$ cat src/rtl/mult_strm_issue.sv
// Streaming multiplier initiator: issues operand pairs under credit and multiplier backpressure,
// buffers results in a fall-through FIFO and drains them downstream.
module mult_strm_issue #(
  parameter int unsigned CNT_W     = 32,
  parameter int unsigned RES_DEPTH = 16
) (
  input  logic             ck,
  input  logic             rst,
  input  logic             i_start,
  input  logic [CNT_W-1:0] i_cnt,
  input  logic [63:0]      i_opnd_a,
  input  logic [63:0]      i_opnd_b,
  input  logic             i_opnd_vld,
  output logic             o_opnd_rdy,
  output logic [63:0]      o_mul_a,
  output logic [63:0]      o_mul_b,
  output logic             o_mul_vld,
  input  logic             i_mul_rdy,
  input  logic [63:0]      i_mul_res,
  input  logic             i_mul_vld,
  output logic [63:0]      o_res,
  output logic             o_res_vld,
  input  logic             i_res_rdy,
  output logic             o_busy,
  output logic             o_done,
  output logic             o_err
);

  localparam int unsigned PtrW  = (RES_DEPTH > 1) ? $clog2(RES_DEPTH) : 1;
  localparam int unsigned FillW = $clog2(RES_DEPTH + 1);
  localparam logic [PtrW-1:0]  PtrLast   = PtrW'(RES_DEPTH - 1);
  localparam logic [FillW-1:0] FillFull  = FillW'(RES_DEPTH);
  localparam logic [CNT_W-1:0] CreditMax = CNT_W'(RES_DEPTH);

  typedef enum logic [1:0] {StIdle, StIssue, StDrain, StDone} state_e;

  state_e           state_q, state_d;
  logic [CNT_W-1:0] cnt_q, cnt_d;
  logic [CNT_W-1:0] issued_q, issued_d;
  logic [CNT_W-1:0] retired_q, retired_d;
  logic [CNT_W-1:0] inflight_q, inflight_d;
  logic [CNT_W-1:0] credit_q, credit_d;
  logic             err_q, err_d;
  logic [63:0]      mul_a_q, mul_a_d, mul_b_q, mul_b_d;
  logic             mul_vld_q, mul_vld_d;
  logic [63:0]      mem_q [RES_DEPTH];
  logic [63:0]      mem_d [RES_DEPTH];
  logic [PtrW-1:0]  wr_ptr_q, wr_ptr_d, rd_ptr_q, rd_ptr_d;
  logic [FillW-1:0] fill_q, fill_d;

  logic start, opnd_rdy, xfer, pop, push, full, empty, arrived;

  always_comb begin
    empty    = (fill_q == '0);
    full     = (fill_q == FillFull);
    start    = (state_q == StIdle) && i_start;
    opnd_rdy = (state_q == StIssue) && (issued_q < cnt_q) && i_mul_rdy && (credit_q < CreditMax);
    xfer     = i_opnd_vld && opnd_rdy;
    pop      = !empty && i_res_rdy;
    // Results never stall: a push is dropped only when there is nowhere to put it.
    push     = i_mul_vld && (state_q != StIdle) && (!full || pop);
    arrived  = i_mul_vld && (inflight_q != '0);
  end

  always_comb begin
    state_d    = state_q;
    cnt_d      = cnt_q;
    issued_d   = issued_q;
    retired_d  = retired_q;
    inflight_d = inflight_q;
    credit_d   = credit_q;
    err_d      = err_q;
    mul_a_d    = mul_a_q;
    mul_b_d    = mul_b_q;
    mul_vld_d  = xfer;
    mem_d      = mem_q;
    wr_ptr_d   = wr_ptr_q;
    rd_ptr_d   = rd_ptr_q;
    fill_d     = fill_q;

    unique case (state_q)
      StIdle:  if (i_start) state_d = StIssue;
      StIssue: if (issued_q == cnt_q) state_d = StDrain;
      StDrain: if (retired_q == cnt_q) state_d = StDone;
      StDone:  state_d = StIdle;
      default: state_d = StIdle;
    endcase

    if (xfer) begin
      mul_a_d  = i_opnd_a;
      mul_b_d  = i_opnd_b;
      issued_d = issued_q + 1'b1;
    end
    if (pop) retired_d = retired_q + 1'b1;

    if (xfer && !pop) begin
      credit_d = credit_q + 1'b1;
    end else if (!xfer && pop && (credit_q != '0)) begin
      credit_d = credit_q - 1'b1;
    end

    if (xfer && !arrived) begin
      inflight_d = inflight_q + 1'b1;
    end else if (!xfer && arrived) begin
      inflight_d = inflight_q - 1'b1;
    end

    if (i_mul_vld && ((state_q == StIdle) || (inflight_q == '0) || (full && !pop))) begin
      err_d = 1'b1;
    end

    if (push) begin
      mem_d[wr_ptr_q] = i_mul_res;
      wr_ptr_d        = (wr_ptr_q == PtrLast) ? '0 : wr_ptr_q + 1'b1;
    end
    if (pop) rd_ptr_d = (rd_ptr_q == PtrLast) ? '0 : rd_ptr_q + 1'b1;
    if (push && !pop) begin
      fill_d = fill_q + 1'b1;
    end else if (!push && pop) begin
      fill_d = fill_q - 1'b1;
    end

    // An accepted start wins over any bookkeeping in the same cycle.
    if (start) begin
      cnt_d      = i_cnt;
      issued_d   = '0;
      retired_d  = '0;
      inflight_d = '0;
      credit_d   = '0;
      err_d      = 1'b0;
    end
  end

  always_ff @(posedge ck) begin
    if (rst) begin
      state_q    <= StIdle;
      cnt_q      <= '0;
      issued_q   <= '0;
      retired_q  <= '0;
      inflight_q <= '0;
      credit_q   <= '0;
      err_q      <= 1'b0;
      mul_a_q    <= '0;
      mul_b_q    <= '0;
      mul_vld_q  <= 1'b0;
      wr_ptr_q   <= '0;
      rd_ptr_q   <= '0;
      fill_q     <= '0;
    end else begin
      state_q    <= state_d;
      cnt_q      <= cnt_d;
      issued_q   <= issued_d;
      retired_q  <= retired_d;
      inflight_q <= inflight_d;
      credit_q   <= credit_d;
      err_q      <= err_d;
      mul_a_q    <= mul_a_d;
      mul_b_q    <= mul_b_d;
      mul_vld_q  <= mul_vld_d;
      wr_ptr_q   <= wr_ptr_d;
      rd_ptr_q   <= rd_ptr_d;
      fill_q     <= fill_d;
    end
  end

  // Storage needs no reset; the head is gated while the FIFO is empty.
  always_ff @(posedge ck) begin
    mem_q <= mem_d;
  end

  always_comb begin
    o_opnd_rdy = opnd_rdy;
    o_mul_a    = mul_a_q;
    o_mul_b    = mul_b_q;
    o_mul_vld  = mul_vld_q;
    o_res_vld  = !empty;
    o_res      = empty ? '0 : mem_q[rd_ptr_q];
    o_busy     = (state_q != StIdle);
    o_done     = (state_q == StDone);
    o_err      = err_q;
  end

endmodule

$ cat config.mk
export PLATFORM = sky130hd
export DESIGN_NAME = mult_strm_issue
export DESIGN_NICKNAME = d
export VERILOG_FILES = /design/src/rtl/mult_strm_issue.sv
export SDC_FILE = /design/constraint.sdc
export NUM_CORES = 2
export LEC_CHECK = 0
export ABC_CLOCK_PERIOD_IN_PS = 8600
export CAP_MARGIN = 20
export CORE_MARGIN = 2
export CORE_UTILIZATION = 50
export DETAILED_ROUTE_END_ITERATION = 8
export GPL_TIMING_DRIVEN = 0
export PLACE_DENSITY_LB_ADDON = 0.08
export SETUP_SLACK_MARGIN = 0.02
export SLEW_MARGIN = 10
export SYNTH_ARGS = -nofsm -noshare
export SYNTH_HDL_FRONTEND = slang
export SYNTH_SLANG_ARGS = --single-unit
$ cat constraint.sdc
create_clock -name ck -period 8.6 [get_ports ck]
set_input_delay 1.29 -clock ck [delete_from_list [all_inputs] [get_ports ck]]
set_output_delay 1.29 -clock ck [all_outputs]
set_load 0.01 [all_outputs]
---- Word level (Yosys, flattened, before mapping) ----
Index checks and enable logic that the tools add are counted.
word-level totals
  output and inout port bits .............. 198
  input port bits ......................... 231
  logic and storage cells ................. 115
  bits in registers ....................... 1,329
operators by class
  $add $sub $neg .......................... 10
  reduce and logical (&&, ||, !) cells .... 39
  mux-type cells .......................... 19
  magnitude comparators ................... 5
  eq/ne operators ......................... 11
  bitwise logic cells ..................... 2
operators with widths
  cell                   number
  $bwmux 1024            1
  $bmux 64 s4            1
  $demux 64 s4           1
  $mux 64                4
  $add 32x1->32 const B  4
  $mux 32                4
  $eq 32x32->1           2
  $reduce_bool 32->1     2
  $sub 32x1->32 const B  2
  $logic_not 32->1       1
  $lt 32x32->1           1
  $lt 32x5->1 const B    1
  $logic_and 1x1->1      19
  $ge 5x5->1 const B     2
  $mux 5                 2
  $not 4->5              2
  $add 4x1->4 const B    2
  $eq 4x4->1 const B     2
  $mux 4                 2
  $pmux 2 s4             1
  $reduce_bool 2->1      4
  $logic_not 1->1        6
  $mux 2                 3
  $add 5x1->5 const B    1
  12 further kinds       16

---- Longest topological paths before layout ----
  word-level depth ........................ 10
  gate-level depth with buffers ........... 24
  depth with buffers taken out ............ 22

---- Least setup slack after synthesis ----
No wires, ideal clock.
  path type ............................... input-to-reg
  from .................................... input i_res_rdy
  to ...................................... register mem_q[768] (netlist name), enable pin
  setup time .............................. 0.565 ns
  path buffers ............................ 1
  cell stages on the path ................. 6
  data required time ...................... 8.035 ns
  slack ................................... 1.632 ns
  data arrival time ....................... 6.403 ns
  cell sequence ........................... inv_1 > a31oi_1 > and2_1 > clkbuf_1 > nand2_1 > nor3_1
between the ends
  cells in the longest elaborated chain, start to end .. 3
ends and longest elaborated chain
  element               line  text
  start, declared       23    input logic i_res_rdy,
  $logic_and 1x1->1     59    pop = !empty && i_res_rdy;
  $logic_or 1x1->1      61    push = i_mul_vld && (state_q != StIdle) && (!full || pop);
  $logic_and 1x1->1     61
  net push              51    logic start, opnd_rdy, xfer, pop, push, full, empty, arrived;
  end signal, assigned  168   mem_q <= mem_d;
  end, declared         46    logic [63:0] mem_q [RES_DEPTH];
The timed path passes the listed nets, and every way through them passes these cells.
A chain may end at the register's enable or synchronous reset.

---- Worst setup path in the final report ----
  from .................................... register cnt_q[6]
  to ...................................... register credit_q[31]
between the ends
  cells in the longest elaborated chain, start to end .. 9
  elaborated cells between the ends (all ways) .. 11
  those cells by class .................... order compare (1); mux (1); reduce/logical (9)
ends and longest elaborated chain
  element                             line  text
  start, declared                     38    logic [CNT_W-1:0] cnt_q, cnt_d;
  start signal, assigned              151   cnt_q <= cnt_d;
  $lt 32x32->1 *                      57    opnd_rdy = (state_q == StIssue) && (issued_q < cnt_q) && i_mul_rdy && (credit_q < CreditMax);
  $logic_and 1x1->1 * (3 in a row)    57
  $logic_and 1x1->1 *                 58    xfer = i_opnd_vld && opnd_rdy;
  net mul_vld_d                       45    logic mul_vld_q, mul_vld_d;
  $logic_not 1->1                     98    end else if (!xfer && pop && (credit_q != '0)) begin
  $logic_and 1x1->1 (2 in a row)      98
  $reduce_bool 2->1 (no source line)  -
  end signal, assigned                155   credit_q <= credit_d;
  end, declared                       42    logic [CNT_W-1:0] credit_q, credit_d;
Mark *: on every way through the listed nets, which the timed path passes. The rest lies on a longest branch.

==> impl_metrics.py <==
metrics = {
    "clocking": {
        "cts_root_buf": "clkbuf_16",
        "cts_tree": "done",
        "h-tree-depth": 4,
        "cts_buffer_depth": 3,
        "post-cts-setup-buffers": 0,
        "cts_hold_buf": 0,
        "clk_latency_ps": 750,
        "clock_sinks": 1329,
        "ctsResizeCount": 0,
        "clkTransAtPathRegs_ps": 60,
        "numCtsBuffers": 139,
    },
    "yosys": {
        "synth_cells": 3477,
        "syn_area_sq_um": 54500,
        "yosys.area.top_type": "edfxtp_1",
        "syn_avg_cell_area_sq_um": 15.7,
        "ys_types": 75,
        "synth_edf_count": 1024,
        "yosysWarnings": 0,
        "yosysMostFrequentCell": "edfxtp_1",
        "synth_common_cells": "1,024 x edfxtp_1, 435 x nand2_1, 320 x mux4_2, 305 x dfxtp_1, 264 x a21oi_1",
        "synth_top_area_share_pct": 56.5,
        "synth_ff_type": "edfxtp_1",
        "ys_seq_area_share_pct": 67.7,
        "syn-num-nets": 3819,
        "synth-seq-cells": 1329,
        "synth_area_leaders": "edfxtp_1 56%, mux4_2 13%, dfxtp_1 11%, nand2_1 3.0%, ha_1 2.5%",
        "ys_async_sr_fraction_pct": 0,
    },
    "grt": {
        "grt_pass1_vias": 32189,
        "grt_remaining_overflow": 0,
        "antenna_found_initial": 10,
        "grt_max_degree": 22,
        "grt_pass1_wl_um": 210000,
        "grt_use_total_pct": 25.5,
    },
    "place": {
        "dp.cells": 5405,
        "globalplace.congestion": 0.861,
        "dp_hpwl_um": 97400,
        "place_ws_ps": 1730,
        "port_buffers": 427,
    },
    "finish": {
        "fillCellCount": 8029,
        "area.growth.synth_to_final_pct": 22.8,
        "fin_nets": 4490,
        "fin_cells": 5679,
        "drive_gt1_share_pct": 16.1,
        "final_util_pct": 61.7,
    },
    "timing": {
        "min_period_ps": 6330,
        "finalWorstSetupSlack_ps": 2270,
        "rsz0062_at_grt": "false",
        "finalHoldViolCount": 0,
        "slew_violations": 0,
        "worstMarginPinSlew_ps": 1110,
        "clock.fmax_mhz": 158,
        "setup_viol": 0,
        "fin_skew_ps": 25.9,
        "finalCritPeriodShare_pct": 73.6,
        "relSlewSlack_pct": 26.3,
    },
    "hold_path": {
        "hp-start": "o_mul_b[63]",
        "hold_depth": 2,
        "min_to": "o_mul_b[63]",
        "hold_class": "flop to flop",
    },
    "setup_path": {
        "end_kind": "flop",
        "startpoint_type": "flop",
        "r2r_start": "cnt_q[6]",
        "cp_max_fo": 17,
        "worstPathArrival_ps": 7010,
        "required_ps": 9280,
        "crit_type": "flop to flop",
        "ff2ff_setup_slack_ps": 2270,
        "r2r-end": "credit_q[31]",
        "reg2reg_depth": 23,
    },
    "status": {
        "status": "finished, final reports clean",
    },
    "die": {
        "fp.dieArea_sq_um": 112000,
        "core-area_sq_um": 108000,
        "die_w_um": 334,
        "initial_utilization_pct": 50.2,
        "num_rows": 121,
        "die_y_um": 334,
        "ios": 429,
    },
    "route": {
        "dr.pass1.iters": 6,
        "drc": 0,
        "wl_per_cell_um": 25.1,
        "routed_wl_um": 143000,
        "via_per_inst": 5.70,
        "wl_met2_um": 69400,
        "drtIter0Drc": 3031,
        "topRoutingLayerUsed": "met5",
        "met3_length_um": 9610,
        "num_vias": 32362,
        "antenna_left": 0,
        "wl_met1_um": 60600,
    },
    "power_and_ir_drop": {
        "swShare_pct": 31.7,
        "p_int_uw": 14300,
        "p_leak_uw": 0.0221,
        "vdd_ir_drop_max_v": 0.000220,
        "p_clk_share_pct": 29.3,
        "p_seq_share_pct": 35.7,
        "power_frac_comb_pct": 35.0,
        "p_total_uw": 20900,
        "switchingPower_uw": 6640,
        "power_density_nw_per_um2": 313,
    },
    "run": {
        "maxCapViolCount": 0,
    },
}
[worst max path at each step]
stage               depth (start not counted)      endpoint   startpoint  slack, ps
floorplan                                   6    mem_q[768]    i_res_rdy       1630
global placement                            7    mem_q[821]    i_res_rdy      -5840
detailed placement                         20  credit_q[31]    i_mul_rdy       1730
CTS                                         7     o_res[15]  rd_ptr_q[0]       2100
global route                               23  credit_q[31]     cnt_q[6]       1690
finish                                     23  credit_q[31]     cnt_q[6]       2270
[metal layers]
metal	up-vias	global-route usage [%]
li1	14679	-
met1	16422	35.3
met2	1044	41.7
met3	209	5.07
met4	8	6.74
met5	-	0
[worst max-delay path, stage by stage, from the launching register on]
cell and delay (ps):
dfxtp_1 420, inv_1 70, ha_1 310, a21o_1 160
a21o_1 180, a21oi_1 140, o211ai_1 130, o21ai_0 190
nor4bb_1 520, and2_1 190, clkbuf_1 420, nand2_1 640
buf_16 380, ha_1 380, nand3_1 160, nor3_1 280
nand4_1 160, o2111ai_1 300, nand2_1 150, o21ai_0 280
a21oi_1 160, a31oi_1 200, mux2i_1 260, mux2i_1 190
[power groups by stage]
stage | combinational [uW] | clock [uW] | sequential, uW
floorplan | 5080 | 0 | 7550
global placement | 7150 | 0 | 7640
detailed placement | 7250 | 0 | 7600
CTS | 7300 | 6240 | 7470
global route | 8030 | 6490 | 7500
finish | 7310 | 6130 | 7470
[kinds of logic (layout without fill, tap and decap cells)]
family / after synthesis / in the layout / synth area share (%)
flip-flops: 1329 / 1329 / 67.7
AND/OR/NAND/NOR: 882 / 882 / 7.41
AO/OA/AOI/OAI: 435 / 435 / 4.77
multiplexers: 334 / 334 / 13.5
buffers and inverters: 242 / 1028 / 1.73
XOR/XNOR: 144 / 144 / 2.32
adder cells (fa/ha/maj): 111 / 111 / 2.59
other: 0 / 2 / 0
[registers in the layout, indices dropped and copies added, names as in the netlist]
name        cells
wr_ptr_q        4
fill_q          5
retired_q      32
issued_q       32
inflight_q     32
mem_q        1024
o_mul_vld       1
o_mul_b        64
rd_ptr_q        4
credit_q       32
state_q         2
o_err           1
o_mul_a        64
cnt_q          32
[final cells by class]
class                      instances  area (sq um)  share of cell area (%)
antenna                            2          5.00                 0.00748
buffer                           177           697                    1.04
clock inverter                    78           893                    1.34
clock buffer                     178          3790                    5.67
tap                             1414          1770                    2.65
sequential                      1329         36900                    55.1
timing repair buffer             530          5850                    8.74
inverter                          65           244                   0.365
multi-input combinational       1906         16800                    25.1
[layout by cell type (no fill, tap or decap), types with 41 or more instances in the layout]
master and instances:
inv_1 64, and2_1 74, edfxtp_1 1024, dfxtp_1 305, nand2_1 435, nor2_1 155, clkdlybuf4s50_1 427, xor2_1 95
mux4_2 320, ha_1 108, clkbuf_1 159, a21o_1 41, clkbuf_16 143, xnor2_1 49, a21oi_1 264
[per-stage QoR]
| step | cell area [sq um] | hold WS, ps | setup TNS (ps) |
|---|---|---|---|
| after floorplan | 54500 | 443 | 0 |
| after global placement | 60500 | 438 | -2518420 |
| after detailed placement | 62000 | 443 | 0 |
| after CTS | 66700 | 450 | 0 |
| after global routing | 66900 | 465 | 0 |
| final | 66900 | 449 | 0 |
Note: power is estimated with default switching activity, not from simulation.
